**src/rtl/if_fetch_ctrl_pkg.sv**
```systemverilog
// Shared definitions for the instruction-fetch controller: FSM states, PC constants
// and the {pc, instr} fetch-queue entry.
package if_fetch_ctrl_pkg;

   typedef enum logic [1:0] {
      BOOT   = 2'd0,
      ISSUE  = 2'd1,
      UPDATE = 2'd2,
      STALL  = 2'd3
   } fetch_state_e;

   localparam logic [31:0] RESET_PC_DEFAULT = 32'h0040_0000;
   localparam logic [31:0] PC_INC           = 32'd4;
   localparam int          ENTRY_W          = 64;

   typedef struct packed {
      logic [31:0] pc;
      logic [31:0] instr;
   } fetch_entry_t;

   function automatic logic [31:0] align_word(input logic [31:0] addr);
      return {addr[31:2], 2'b00};
   endfunction

endpackage

```
**src/rtl/if_fetch_ctrl_queue.sv**
```systemverilog
// Synchronous fetch FIFO of {pc, instr} entries with flush. When empty the head
// outputs keep showing the last entry that was presented.
module if_queue
   import if_fetch_ctrl_pkg::*;
#(
   parameter  int Q_DEPTH = 2,
   localparam int CNT_W   = $clog2(Q_DEPTH + 1)
) (
   input  logic             clk,
   input  logic             rst_n,
   input  logic             push_i,
   input  fetch_entry_t     push_data_i,
   input  logic             pop_i,
   input  logic             flush_i,
   output fetch_entry_t     head_o,
   output logic             head_valid_o,
   output logic [CNT_W-1:0] count_o
);

   localparam int               PTR_W    = (Q_DEPTH > 1) ? $clog2(Q_DEPTH) : 1;
   localparam logic [PTR_W-1:0] LAST_PTR = PTR_W'(Q_DEPTH - 1);
   localparam logic [CNT_W-1:0] FULL_CNT = CNT_W'(Q_DEPTH);

   fetch_entry_t     mem_q [Q_DEPTH];
   fetch_entry_t     last_q;
   logic [PTR_W-1:0] rd_ptr_q, rd_ptr_d;
   logic [PTR_W-1:0] wr_ptr_q, wr_ptr_d;
   logic [CNT_W-1:0] count_q, count_d;
   logic             do_push, do_pop;

   function automatic logic [PTR_W-1:0] next_ptr(input logic [PTR_W-1:0] p);
      return (p == LAST_PTR) ? '0 : p + PTR_W'(1);
   endfunction

   assign head_valid_o = (count_q != '0);
   assign do_pop       = pop_i && head_valid_o;
   assign do_push      = push_i && ((count_q != FULL_CNT) || do_pop);
   assign head_o       = head_valid_o ? mem_q[rd_ptr_q] : last_q;
   assign count_o      = count_q;

   always_comb begin
      rd_ptr_d = rd_ptr_q;
      wr_ptr_d = wr_ptr_q;
      count_d  = count_q;
      if (flush_i) begin
         rd_ptr_d = '0;
         wr_ptr_d = '0;
         count_d  = '0;
      end else begin
         if (do_pop)  rd_ptr_d = next_ptr(rd_ptr_q);
         if (do_push) wr_ptr_d = next_ptr(wr_ptr_q);
         if (do_push && !do_pop)      count_d = count_q + CNT_W'(1);
         else if (do_pop && !do_push) count_d = count_q - CNT_W'(1);
      end
   end

   always_ff @(posedge clk or negedge rst_n) begin
      if (!rst_n) begin
         rd_ptr_q <= '0;
         wr_ptr_q <= '0;
         count_q  <= '0;
         last_q   <= '0;
      end else begin
         rd_ptr_q <= rd_ptr_d;
         wr_ptr_q <= wr_ptr_d;
         count_q  <= count_d;
         last_q   <= head_o;
      end
   end

   // Storage needs no reset: entries are only visible once counted.
   always_ff @(posedge clk) begin
      if (do_push && !flush_i) mem_q[wr_ptr_q] <= push_data_i;
   end

endmodule

```
**src/rtl/if_fetch_ctrl.sv**
```systemverilog
// Instruction-fetch controller: owns PC advance, issues one fetch per two cycles and
// queues {pc, instr} for decode; redirects flush the queue and reload the PC.
module if_fetch_ctrl
   import if_fetch_ctrl_pkg::*;
#(
   parameter logic [31:0] RESET_PC = RESET_PC_DEFAULT,
   parameter int          Q_DEPTH  = 2
) (
   input  logic        clk,
   input  logic        rst_n,
   input  logic [31:0] pc_cur,
   output logic        pc_ld,
   output logic [31:0] pc_next,
   output logic        imem_req,
   output logic [31:0] imem_addr,
   input  logic        imem_ack,
   input  logic [31:0] imem_rdata,
   input  logic        redir_valid,
   input  logic [31:0] redir_target,
   output logic        if_valid,
   input  logic        if_ready,
   output logic [31:0] if_instr,
   output logic [31:0] if_pc
);

   localparam int               CNT_W    = $clog2(Q_DEPTH + 1);
   localparam logic [CNT_W-1:0] FULL_CNT = CNT_W'(Q_DEPTH);

   fetch_state_e     state_q, state_d;
   logic             pc_ld_q, pc_ld_d;
   logic [31:0]      pc_next_q, pc_next_d;
   logic             push, pop, flush;
   fetch_entry_t     push_entry, head;
   logic             head_valid;
   logic [CNT_W-1:0] count, count_after_pop;

   assign pop             = head_valid && if_ready;
   assign count_after_pop = count - CNT_W'(pop);
   assign push_entry      = '{pc: pc_cur, instr: imem_rdata};

   if_queue #(.Q_DEPTH(Q_DEPTH)) u_queue (
      .clk          (clk),
      .rst_n        (rst_n),
      .push_i       (push),
      .push_data_i  (push_entry),
      .pop_i        (pop),
      .flush_i      (flush),
      .head_o       (head),
      .head_valid_o (head_valid),
      .count_o      (count)
   );

   // Every entry into UPDATE loads the PC; a redirect outranks everything but BOOT.
   always_comb begin
      state_d   = state_q;
      pc_ld_d   = 1'b0;
      pc_next_d = pc_next_q;
      push      = 1'b0;
      flush     = 1'b0;
      if ((state_q != BOOT) && redir_valid) begin
         flush     = 1'b1;
         pc_ld_d   = 1'b1;
         pc_next_d = align_word(redir_target);
         state_d   = UPDATE;
      end else begin
         case (state_q)
            BOOT: begin
               pc_ld_d   = 1'b1;
               pc_next_d = RESET_PC;
               state_d   = UPDATE;
            end
            ISSUE: begin
               if (imem_ack) begin
                  push      = 1'b1;
                  pc_ld_d   = 1'b1;
                  pc_next_d = pc_cur + PC_INC;
                  state_d   = UPDATE;
               end
            end
            UPDATE:  state_d = (count_after_pop == FULL_CNT) ? STALL : ISSUE;
            STALL:   if (count_after_pop < FULL_CNT) state_d = ISSUE;
            default: state_d = BOOT;
         endcase
      end
   end

   always_ff @(posedge clk or negedge rst_n) begin
      if (!rst_n) begin
         state_q   <= BOOT;
         pc_ld_q   <= 1'b0;
         pc_next_q <= RESET_PC;
      end else begin
         state_q   <= state_d;
         pc_ld_q   <= pc_ld_d;
         pc_next_q <= pc_next_d;
      end
   end

   assign pc_ld     = pc_ld_q;
   assign pc_next   = pc_next_q;
   assign imem_req  = (state_q == ISSUE);
   assign imem_addr = imem_req ? pc_cur : '0;
   assign if_valid  = head_valid;
   assign if_instr  = head.instr;
   assign if_pc     = head.pc;

endmodule

```
**config.mk**
```make
export PLATFORM = sky130hd
export DESIGN_NAME = if_fetch_ctrl
export DESIGN_NICKNAME = d
export VERILOG_FILES = /design/src/rtl/if_fetch_ctrl_pkg.sv /design/src/rtl/if_fetch_ctrl_queue.sv /design/src/rtl/if_fetch_ctrl.sv
export SDC_FILE = /design/constraint.sdc
export NUM_CORES = 1
export LEC_CHECK = 0
export CAP_MARGIN = 20
export CORE_MARGIN = 2
export CORE_UTILIZATION = 35
export DETAILED_ROUTE_END_ITERATION = 10
export GPL_ROUTABILITY_DRIVEN = 0
export PLACE_DENSITY = 0.6
export REMOVE_ABC_BUFFERS = 1
export SYNTH_ARGS = -nofsm -noshare
export SYNTH_HDL_FRONTEND = slang
export SYNTH_SLANG_ARGS = --single-unit
```
**constraint.sdc**
```tcl
create_clock -name clk -period 12.55 [get_ports clk]
set_clock_uncertainty 0.2 [all_clocks]
set_input_delay 2.51 -clock clk [delete_from_list [all_inputs] [get_ports clk]]
set_output_delay 2.51 -clock clk [all_outputs]
set_load 0.05 [all_outputs]
```
==> results of run 1 <==
==> per-stage QoR <==
step / instances / total power [mW] / utilization [%] / hold slack [ns]
after floorplan: 645 / 1.41 / - / 0.368
after global placement: 1217 / 1.68 / 45.7 / 0.287
after detailed placement: 1217 / 1.69 / 45.7 / 0.286
after CTS: 1263 / 2.41 / 48.7 / 0.310
after global routing: 1263 / 2.48 / 48.7 / 0.335
final: 1263 / 2.38 / 48.7 / 0.306
==> kinds of logic after synthesis <==
logic type                 Yosys count  share of synthesized area [%]
DFF                                231                           69.9
adders and majority gates            2                          0.272
AOI/OAI and AO/OA                  134                           8.38
muxes                               65                           7.09
and+or+nand+nor                    177                           9.69
buffers and inverters               43                           1.87
xor gates and xnor gates            29                           2.77
==> state kept, by name (all words and copies together) (netlist names) <==
name and cells:
u_queue.rd_ptr_q 1, u_queue.last_q 64, u_queue.mem_q 128, u_queue.wr_ptr_q 1, pc_ld 1, pc_next 32, state_q 2, u_queue.count_o 2
==> power groups by stage <==
stage                     registers (mW)  logic, mW  clock network (mW)
final                              0.927      0.741               0.709
after global routing               0.936      0.781               0.765
after CTS                          0.928      0.748               0.731
after detailed placement           0.943      0.745                   0
after global placement             0.940      0.742                   0
after floorplan                    0.979      0.431                   0
==> path summary, 6_finish.rpt <==
check	start	end	slack [ns]	cells past startpoint
min reg2reg	pc_next[1]	pc_next[1]	0.31	1
max reg2reg	state_q[1]	u_queue.mem_q[0][1]	10.13	4
min	pc_next[1]	pc_next[1]	0.31	1
min in group asynchronous	rst_n	u_queue.last_q[2]	1.80	1
max	pc_cur[10]	imem_addr[10]	5.65	3
max in group asynchronous	rst_n	u_queue.last_q[57]	9.04	2
==> area by class of cell <==
class,instances,area [µm²]
fill,2297,13300
sequential,231,6430
timing repair buffer,237,2350
tap,335,419
multi-input combinational,407,2620
clock inverter,14,115
clock buffer,32,672
inverter,7,26.3
==> cell usage after synthesis, types with 5 or more instances <==
cell type  instances
xnor2_1           18
nor3_1            10
a21oi_1           67
o21ai_0           28
edfxtp_1         128
nand2_1           13
and3_1             6
xor2_1            11
and2_1            34
mux2i_1           65
nand3_1           16
nor2_1            77
a22oi_1           25
buf_1              5
inv_1              7
dfrtp_1          102
clkbuf_1          27
==> worst register-to-register path, delay by kind of cell, from the launching register on <==
kind | cells | cell delay [ns]
DFF | 1 | 0.45
buffers and inverters | 2 | 0.86
and+or+nand+nor | 2 | 0.48
==> metal layers <==
layer / GRT usage [%] / part of all wire, % / up-vias
met5: 0 / 0.039 / -
met4: 3.74 / 1.5 / 2
met3: 3.84 / 6.4 / 27
met2: 27.4 / 47 / 196
met1: 23.1 / 45 / 2989
li1: - / - / 2929
==> flow_metrics.env, run 1 <==
export IMPL_cap_viol_max_count=0
export IMPL_power_switching_mw=0.824
export IMPL_mostFrequentLayoutCells="clkdlybuf4s50_1, edfxtp_1, dfrtp_1"
export IMPL_setup_ws_ns=5.65
export IMPL_p_sw_share_pct=34.7
export IMPL_via_count=6143
export IMPL_end_kind="primary output"
export IMPL_start_kind="input pin"
export IMPL_power_frac_comb_pct=31.2
export IMPL_drv_slew=0
export IMPL_critPathKind="input pin to primary output"
export IMPL_synth_sequential_area_ratio_pct=69.9
export IMPL_synth_largest_area_cell="edfxtp_1"
export IMPL_die_x_um=166
export IMPL_cts_resized=0
export IMPL_cts_buffer_depth=3
export IMPL_first_global_vias=6284
export IMPL_syn_to_final_growth_pct=37.5
export IMPL_slowest_delay_ns=0.79
export IMPL_ant_nets=0
export IMPL_path_clk_slew_ns=0.06
export IMPL_syn_cell_area_um2=9180
export IMPL_yosys_area_top_type_share_pct=41.9
export IMPL_rows=59
export IMPL_cts_htree_levels=1
export IMPL_core_um2=25900
export IMPL_die_y_um=166
export IMPL_numCtsBuffers=25
export IMPL_overflow=0
export IMPL_antenna_found_initial=1
export IMPL_irDropWorstVdd_mv=0.137
export IMPL_track_usage_pct=16.8
export IMPL_wl_per_cell_um=18.4
export IMPL_crit_arrival_ns=4.19
export IMPL_pwr_share_clk_pct=29.8
export IMPL_p_int_mw=1.55
export IMPL_period_share_pct=55.0
export IMPL_drc_errors=0
export IMPL_drtPass1Iterations=4
export IMPL_final_net_count=1012
export IMPL_slew_headroom_pct=31.9
export IMPL_drive_gt1_share_pct=6.36
export IMPL_ctsHoldBuffers=0
export IMPL_design_area_um2=12600
export IMPL_run_status="complete, no violations"
export IMPL_cp_max_fo=8
export IMPL_syn_inst=681
export IMPL_min_path_type="register to register"
export IMPL_fin_crit_ns=6.90
export IMPL_cts_sinks=231
export IMPL_synth_edf_count=128
export IMPL_layout_commonest_cell="clkdlybuf4s50_1"
export IMPL_io_buffers=229
export IMPL_p_per_area_nw_per_um2=188
export IMPL_place_hpwl_um=14600
export IMPL_dpl_worst_slack_ns=5.65
export IMPL_setup_tns_ns=0
export IMPL_critPathSlowestCell="clkdlybuf4s50_1"
export IMPL_hold_viol_final=0
export IMPL_synth_warning_count=0
export IMPL_ys_seq_elements=231
export IMPL_cts_setup_buffers=0
export IMPL_tightest_slew_ns=1.02
export IMPL_die_area_um2=27500
export IMPL_drt_total_wl_um=23200
export IMPL_cts_root_buffer="clkbuf_16"
export IMPL_fmax_mhz=145
export IMPL_cp_num_buf_inv=2
export IMPL_finalSetupViolations=0
export IMPL_avgSynthCellArea_um2=13.5
export IMPL_ys_async_sr_fraction_pct=44.6
export IMPL_dpl_instance_area_um2=11800
export IMPL_cp_required_ns=9.84
export IMPL_leakage_nw=4.50
export IMPL_worst_path_most_repeated_cell="clkdlybuf4s50_1"
export IMPL_synth_flop_cell="edfxtp_1"
export IMPL_drt_iter0_drc=416
export IMPL_io_pins=232
export IMPL_tritoncts="yes"
export IMPL_avgViaCountPerCell=4.86
export IMPL_start_util_pct=35.4
export IMPL_grt_pass1_wl_um=36500
export IMPL_clk_insertion_delay_late_ns=0.52
export IMPL_path_cells="clkdlybuf4s50_1 > and2_1 > clkdlybuf4s50_1"
export IMPL_n_antenna_cell=0
export IMPL_synth_distinct_cells=43
export IMPL_synth_area_top_cells="edfxtp_1, dfrtp_1, mux2i_1, a21oi_1, nor2_1"
export IMPL_critPathTopFamily="buffers and inverters"
export IMPL_rsz0062_at_grt="no"
export IMPL_grt_max_degree=84
export IMPL_seq_power_share_pct=39.0
Power figures use the tool's default switching activity.
==> inputs of run 2 (changes only) <==
==> constraint.sdc (replaced) <==
create_clock -name clk -period 6.7 [get_ports clk]
set_clock_uncertainty 0.2 [all_clocks]
set_input_delay 1.34 -clock clk [delete_from_list [all_inputs] [get_ports clk]]
set_output_delay 1.34 -clock clk [all_outputs]
set_load 0.05 [all_outputs]
==> flow_metrics.env, run 2 (same netlist as run 1, synthesis figures left out) <==
export IMPL_overflow=0
export IMPL_hold_viol_final=0
export IMPL_wl_per_cell_um=18.1
export IMPL_multi_input_area_um2=2620
export IMPL_setup_tns_ns=0
export IMPL_path_clk_slew_ns=0.06
export IMPL_rows=59
export IMPL_ctsHoldBuffers=0
export IMPL_rrSetupSlack_ns=4.09
export IMPL_cts_setup_buffers=0
export IMPL_r2r_cells=3
export IMPL_placed_cells=1217
export IMPL_fillers=2372
export IMPL_largest_reg_flops=128
export IMPL_irDropWorstVdd_mv=0.208
export IMPL_layout_commonest_cell="clkdlybuf4s50_1"
export IMPL_whs_endpoint="pc_next[1]"
export IMPL_die_y_um=166
export IMPL_tightest_slew_ns=0.985
export IMPL_start_util_pct=35.4
export IMPL_regMostFlops="u_queue.mem_q"
export IMPL_numCtsBuffers=25
export IMPL_ant_nets=0
export IMPL_grt_max_degree=82
export IMPL_fin_cells=1262
export IMPL_cp_required_ns=5.16
export IMPL_clk_insertion_delay_late_ns=0.51
export IMPL_min_path_type="register to register"
export IMPL_n_antenna_cell=0
export IMPL_cts_sinks=231
export IMPL_p_per_area_nw_per_um2=347
export IMPL_final_net_count=1012
export IMPL_rsz0062_at_grt="no"
export IMPL_start_kind="register"
export IMPL_drv_slew=0
export IMPL_crit_arrival_ns=3.38
export IMPL_cts_root_buffer="clkbuf_16"
export IMPL_cts_buffer_depth=3
export IMPL_critPathKind="register to primary output"
export IMPL_design_area_um2=12600
export IMPL_mostFrequentLayoutCells="clkdlybuf4s50_1, edfxtp_1, dfrtp_1"
export IMPL_dpl_worst_slack_ns=2.13
export IMPL_slew_headroom_pct=34.2
export IMPL_slowest_delay_ns=0.85
export IMPL_cp_max_fo=81
export IMPL_whs_path_depth=1
export IMPL_rr_startpoint="state_q[1]"
export IMPL_end_kind="primary output"
export IMPL_cts_htree_levels=1
export IMPL_path_cells="or2_4 > buf_4 > nor2_1 > a21oi_1 > clkdlybuf4s50_1"
export IMPL_drive_gt1_share_pct=6.15
export IMPL_syn_to_final_growth_pct=36.9
export IMPL_grt_pass1_wl_um=35600
export IMPL_track_usage_pct=16.3
export IMPL_avgViaCountPerCell=4.84
export IMPL_finalSetupViolations=0
export IMPL_fmax_mhz=203
export IMPL_die_area_um2=27500
export IMPL_min_from="pc_next[1]"
export IMPL_place_hpwl_um=14300
export IMPL_cap_viol_max_count=0
export IMPL_io_pins=232
export IMPL_dpl_instance_area_um2=11800
export IMPL_drt_iter0_drc=380
export IMPL_core_um2=25900
export IMPL_cts_resized=0
export IMPL_via_count=6113
export IMPL_period_share_pct=73.5
export IMPL_setup_ws_ns=1.78
export IMPL_antenna_found_initial=1
export IMPL_leakage_nw=4.47
export IMPL_register_area_um2=6430
export IMPL_first_global_vias=6190
export IMPL_die_x_um=166
export IMPL_reg2reg_to="u_queue.mem_q[1][0]"
export IMPL_fin_crit_ns=4.92
export IMPL_tritoncts="yes"
export IMPL_io_buffers=229
export IMPL_whs_ns=0.308
export IMPL_run_status="complete, no violations"
export IMPL_drtPass1Iterations=4
export IMPL_drt_total_wl_um=22900
export IMPL_drc_errors=0
export IMPL_power_mw=4.36
export IMPL_critPathSlowestCell="clkdlybuf4s50_1"
export IMPL_utilization_pct=48.5
==> run 2: cell types whose count changed in the layout (fill, tap and decap cells not counted) <==
cell	change
bufinv_16	-2
clkbuf_1	+5
clkinv_1	-4
clkinvlp_4	+1
inv_6	-1
==> run 2: critical path: cells and delay by family (launching register included) <==
family | cells | cell delay, ns
AO/OA/AOI/OAI | 1 | 0.19
flip-flops | 1 | 0.46
AND/OR/NAND/NOR | 2 | 0.88
buffers and inverters | 2 | 1.30
==> run 2: layer usage <==
layer	GRT usage [%]	wire length [µm]	vias up
met4	4.12	501	2
li1	-	-	2931
met3	3.65	1360	31
met1	22.1	10400	2983
met2	26.8	10600	166
met5	0	17	-
==> run 2: area by class of cell <==
class                   instances  share of cell area, %
clock buffers                  37                   5.49
clock inverters                 8                  0.309
inverters                       7                  0.209
multi-input cells             407                   20.8
flip-flops and latches        231                   51.1
well taps                     335                   3.33
repair buffers                237                   18.7
==> run 2: worst max path at each step <==
stage	start	slack (ns)	endpoint	depth (start not counted)
floorplan	redir_valid	-0.87	u_queue.wr_ptr_q	3
detailed placement	pc_cur[13]	2.13	imem_addr[13]	3
finish	u_queue.count_o[1]	1.78	if_instr[8]	5
CTS	u_queue.count_o[1]	1.70	if_instr[8]	5
global route	u_queue.count_o[1]	1.51	if_instr[8]	5
global placement	pc_cur[13]	2.13	imem_addr[13]	3
==> run 2: power breakdown <==
part,switching (mW),internal [mW],total [mW],leakage (nW)
logic,0.937,0.447,1.38,1.74
registers,0.0576,1.68,1.74,2.37
clock network,0.528,0.709,1.24,0.355
total,1.52,2.84,4.36,4.47
==> inputs of run 3 (changes only) <==
--- a/config.mk
+++ b/config.mk
@@ -10,7 +10,7 @@
 export CORE_UTILIZATION = 35
 export DETAILED_ROUTE_END_ITERATION = 10
 export GPL_ROUTABILITY_DRIVEN = 0
-export PLACE_DENSITY = 0.6
+export PLACE_DENSITY = 0.63
 export REMOVE_ABC_BUFFERS = 1
 export SYNTH_ARGS = -nofsm -noshare
 export SYNTH_HDL_FRONTEND = slang
==> constraint.sdc (replaced) <==
create_clock -name clk -period 4.1 [get_ports clk]
set_clock_uncertainty 0.2 [all_clocks]
set_input_delay 0.82 -clock clk [delete_from_list [all_inputs] [get_ports clk]]
set_output_delay 0.82 -clock clk [all_outputs]
set_load 0.05 [all_outputs]
==> flow_metrics.env, run 3 (same netlist as run 1, synthesis figures left out) <==
export IMPL_fmax_mhz=256
export IMPL_antenna_found_initial=1
export IMPL_first_global_vias=6349
export IMPL_cp_num_buf_inv=1
export IMPL_cts_setup_buffers=0
export IMPL_numCtsBuffers=25
export IMPL_p_per_area_nw_per_um2=571
export IMPL_start_kind="register"
export IMPL_cap_viol_max_count=0
export IMPL_end_kind="primary output"
export IMPL_critPathTopFamily="buffers and inverters"
export IMPL_place_hpwl_um=15400
export IMPL_regMostFlops="u_queue.mem_q"
export IMPL_die_x_um=166
export IMPL_io_pins=232
export IMPL_drtPass1Iterations=4
export IMPL_cts_resized=0
export IMPL_overflow=0
export IMPL_clk_insertion_delay_late_ns=0.51
export IMPL_irDropWorstVdd_mv=0.394
export IMPL_grt_max_degree=56
export IMPL_layout_commonest_cell="clkdlybuf4s50_1"
export IMPL_grtUsageMet1_pct=23.9
export IMPL_utilization_pct=49.5
export IMPL_cp_required_ns=3.08
export IMPL_drt_iter0_drc=266
export IMPL_die_y_um=166
export IMPL_mostFrequentLayoutCells="clkdlybuf4s50_1, edfxtp_1, dfrtp_1"
export IMPL_largest_reg_flops=128
export IMPL_hold_viol_final=0
export IMPL_setup_ws_ns=0.197
export IMPL_ctsHoldBuffers=0
export IMPL_cts_root_buffer="clkbuf_16"
export IMPL_seq_power_share_pct=38.8
export IMPL_start_util_pct=35.4
export IMPL_grt_util_met3_pct=3.62
export IMPL_drc_errors=0
export IMPL_rrSetupSlack_ns=1.74
export IMPL_via_count=6290
export IMPL_p_sw_share_pct=34.4
export IMPL_power_frac_comb_pct=31.3
export IMPL_cts_buffer_depth=3
export IMPL_tightest_slew_ns=0.931
export IMPL_drive_gt1_share_pct=7.76
export IMPL_run_status="complete, no violations"
export IMPL_n_antenna_cell=0
export IMPL_avgViaCountPerCell=4.93
export IMPL_leakage_nw=4.59
export IMPL_ant_nets=0
export IMPL_critPathSlowestCell="clkdlybuf4s50_1"
export IMPL_cts_sinks=231
export IMPL_io_buffers=229
export IMPL_cp_startpoint="u_queue.count_o[1]"
export IMPL_tritoncts="yes"
export IMPL_rsz0062_at_grt="no"
export IMPL_slew_headroom_pct=37.8
export IMPL_whs_ns=0.147
export IMPL_die_area_um2=27500
export IMPL_path_clk_slew_ns=0.06
export IMPL_p_int_mw=4.80
export IMPL_power_switching_mw=2.52
export IMPL_final_net_count=1026
export IMPL_syn_to_final_growth_pct=39.6
export IMPL_met2_usage_pct=28.1
export IMPL_rr_startpoint="u_queue.count_o[1]"
export IMPL_setup_tns_ns=0
export IMPL_core_um2=25900
export IMPL_track_usage_pct=17.2
export IMPL_drv_slew=0
export IMPL_top_usage_layer="met2"
export IMPL_critPathKind="register to primary output"
export IMPL_finalSetupViolations=0
export IMPL_dpl_worst_slack_ns=0.517
export IMPL_pwr_share_clk_pct=29.9
export IMPL_cp_max_fo=29
export IMPL_cts_htree_levels=1
export IMPL_drt_total_wl_um=24300
export IMPL_slowest_delay_ns=0.88
export IMPL_crit_arrival_ns=2.88
export IMPL_grt_pass1_wl_um=37300
export IMPL_period_share_pct=95.2
export IMPL_rows=59
export IMPL_wl_per_cell_um=19.1
export IMPL_design_area_um2=12800
export IMPL_fillers=2303
export IMPL_dpl_instance_area_um2=12000
export IMPL_fin_crit_ns=3.90
export IMPL_min_path_type="input pin to async pin"
export IMPL_path_cells="or2_2 > a21oi_1 > clkdlybuf4s50_1"
run 3: changes by cell type in the layout (fill, tap and decap cells not counted), sizes merged:
| cell | previous run | this run |
|---|---|---|
| buf | 9 | 21 |
| clkbuf | 37 | 38 |
| inv | 7 | 8 |
| clkinv | 7 | 3 |
| bufinv | 0 | 2 |
| or2 | 3 | 5 |
run 3: power by group through the flow:
stage	Sequential [mW]	Combinational, mW	Clock (mW)
floorplan	3.00	1.32	0
finish	2.84	2.29	2.19
global route	2.87	2.40	2.35
detailed placement	2.89	2.30	0
global placement	2.88	2.28	0
CTS	2.84	2.31	2.26
run 3: worst paths after layout:
check | to | cells after the start
worst max-delay path | if_pc[12] | 3
worst min-delay path | u_queue.last_q[11] | 1
worst max register to register | state_q[1] | 5
worst min register to register | pc_next[1] | 1
max in group asynchronous | pc_next[22] | 2
min in group clk | pc_next[1] | 1
run 3: area by class of cell:
cell class                      count  area (µm²)  share of cell area [%]
Inverter                            7        26.3                   0.205
Clock buffer                       38         704                    5.49
Multi-Input combinational cell    409        2640                    20.6
Sequential cell                   231        6430                    50.1
Timing Repair Buffer              249        2510                    19.6
Clock inverter                      7        88.8                   0.693
Tap cell                          335         419                    3.27
run 3: worst reg2reg max path: stages, from the launching register on:
cell and delay [ns]:
dfrtp_1 0.52, or2_2 0.73, and2_1 0.28, ha_1 0.24, o21ai_0 0.12, o21ai_0 0.09
run 3: what timing repair did:
action                     in CTS  in global routing
setup endpoints to repair       8                 15
pin swaps                       1                  1
gates cloned                    1                  1
run 3: routing by layer:
metal  vias up  share of wire, %
met5         -             0.049
met4         2               1.4
met3        28               6.2
met2       195                47
met1      3106                45
li1       2959                 -
run 3: through the flow:
step,instances,total power [mW]
final,1276,7.32
after global routing,1276,7.62
after CTS,1275,7.41
after detailed placement,1229,5.18
after global placement,1229,5.16
after floorplan,645,4.32
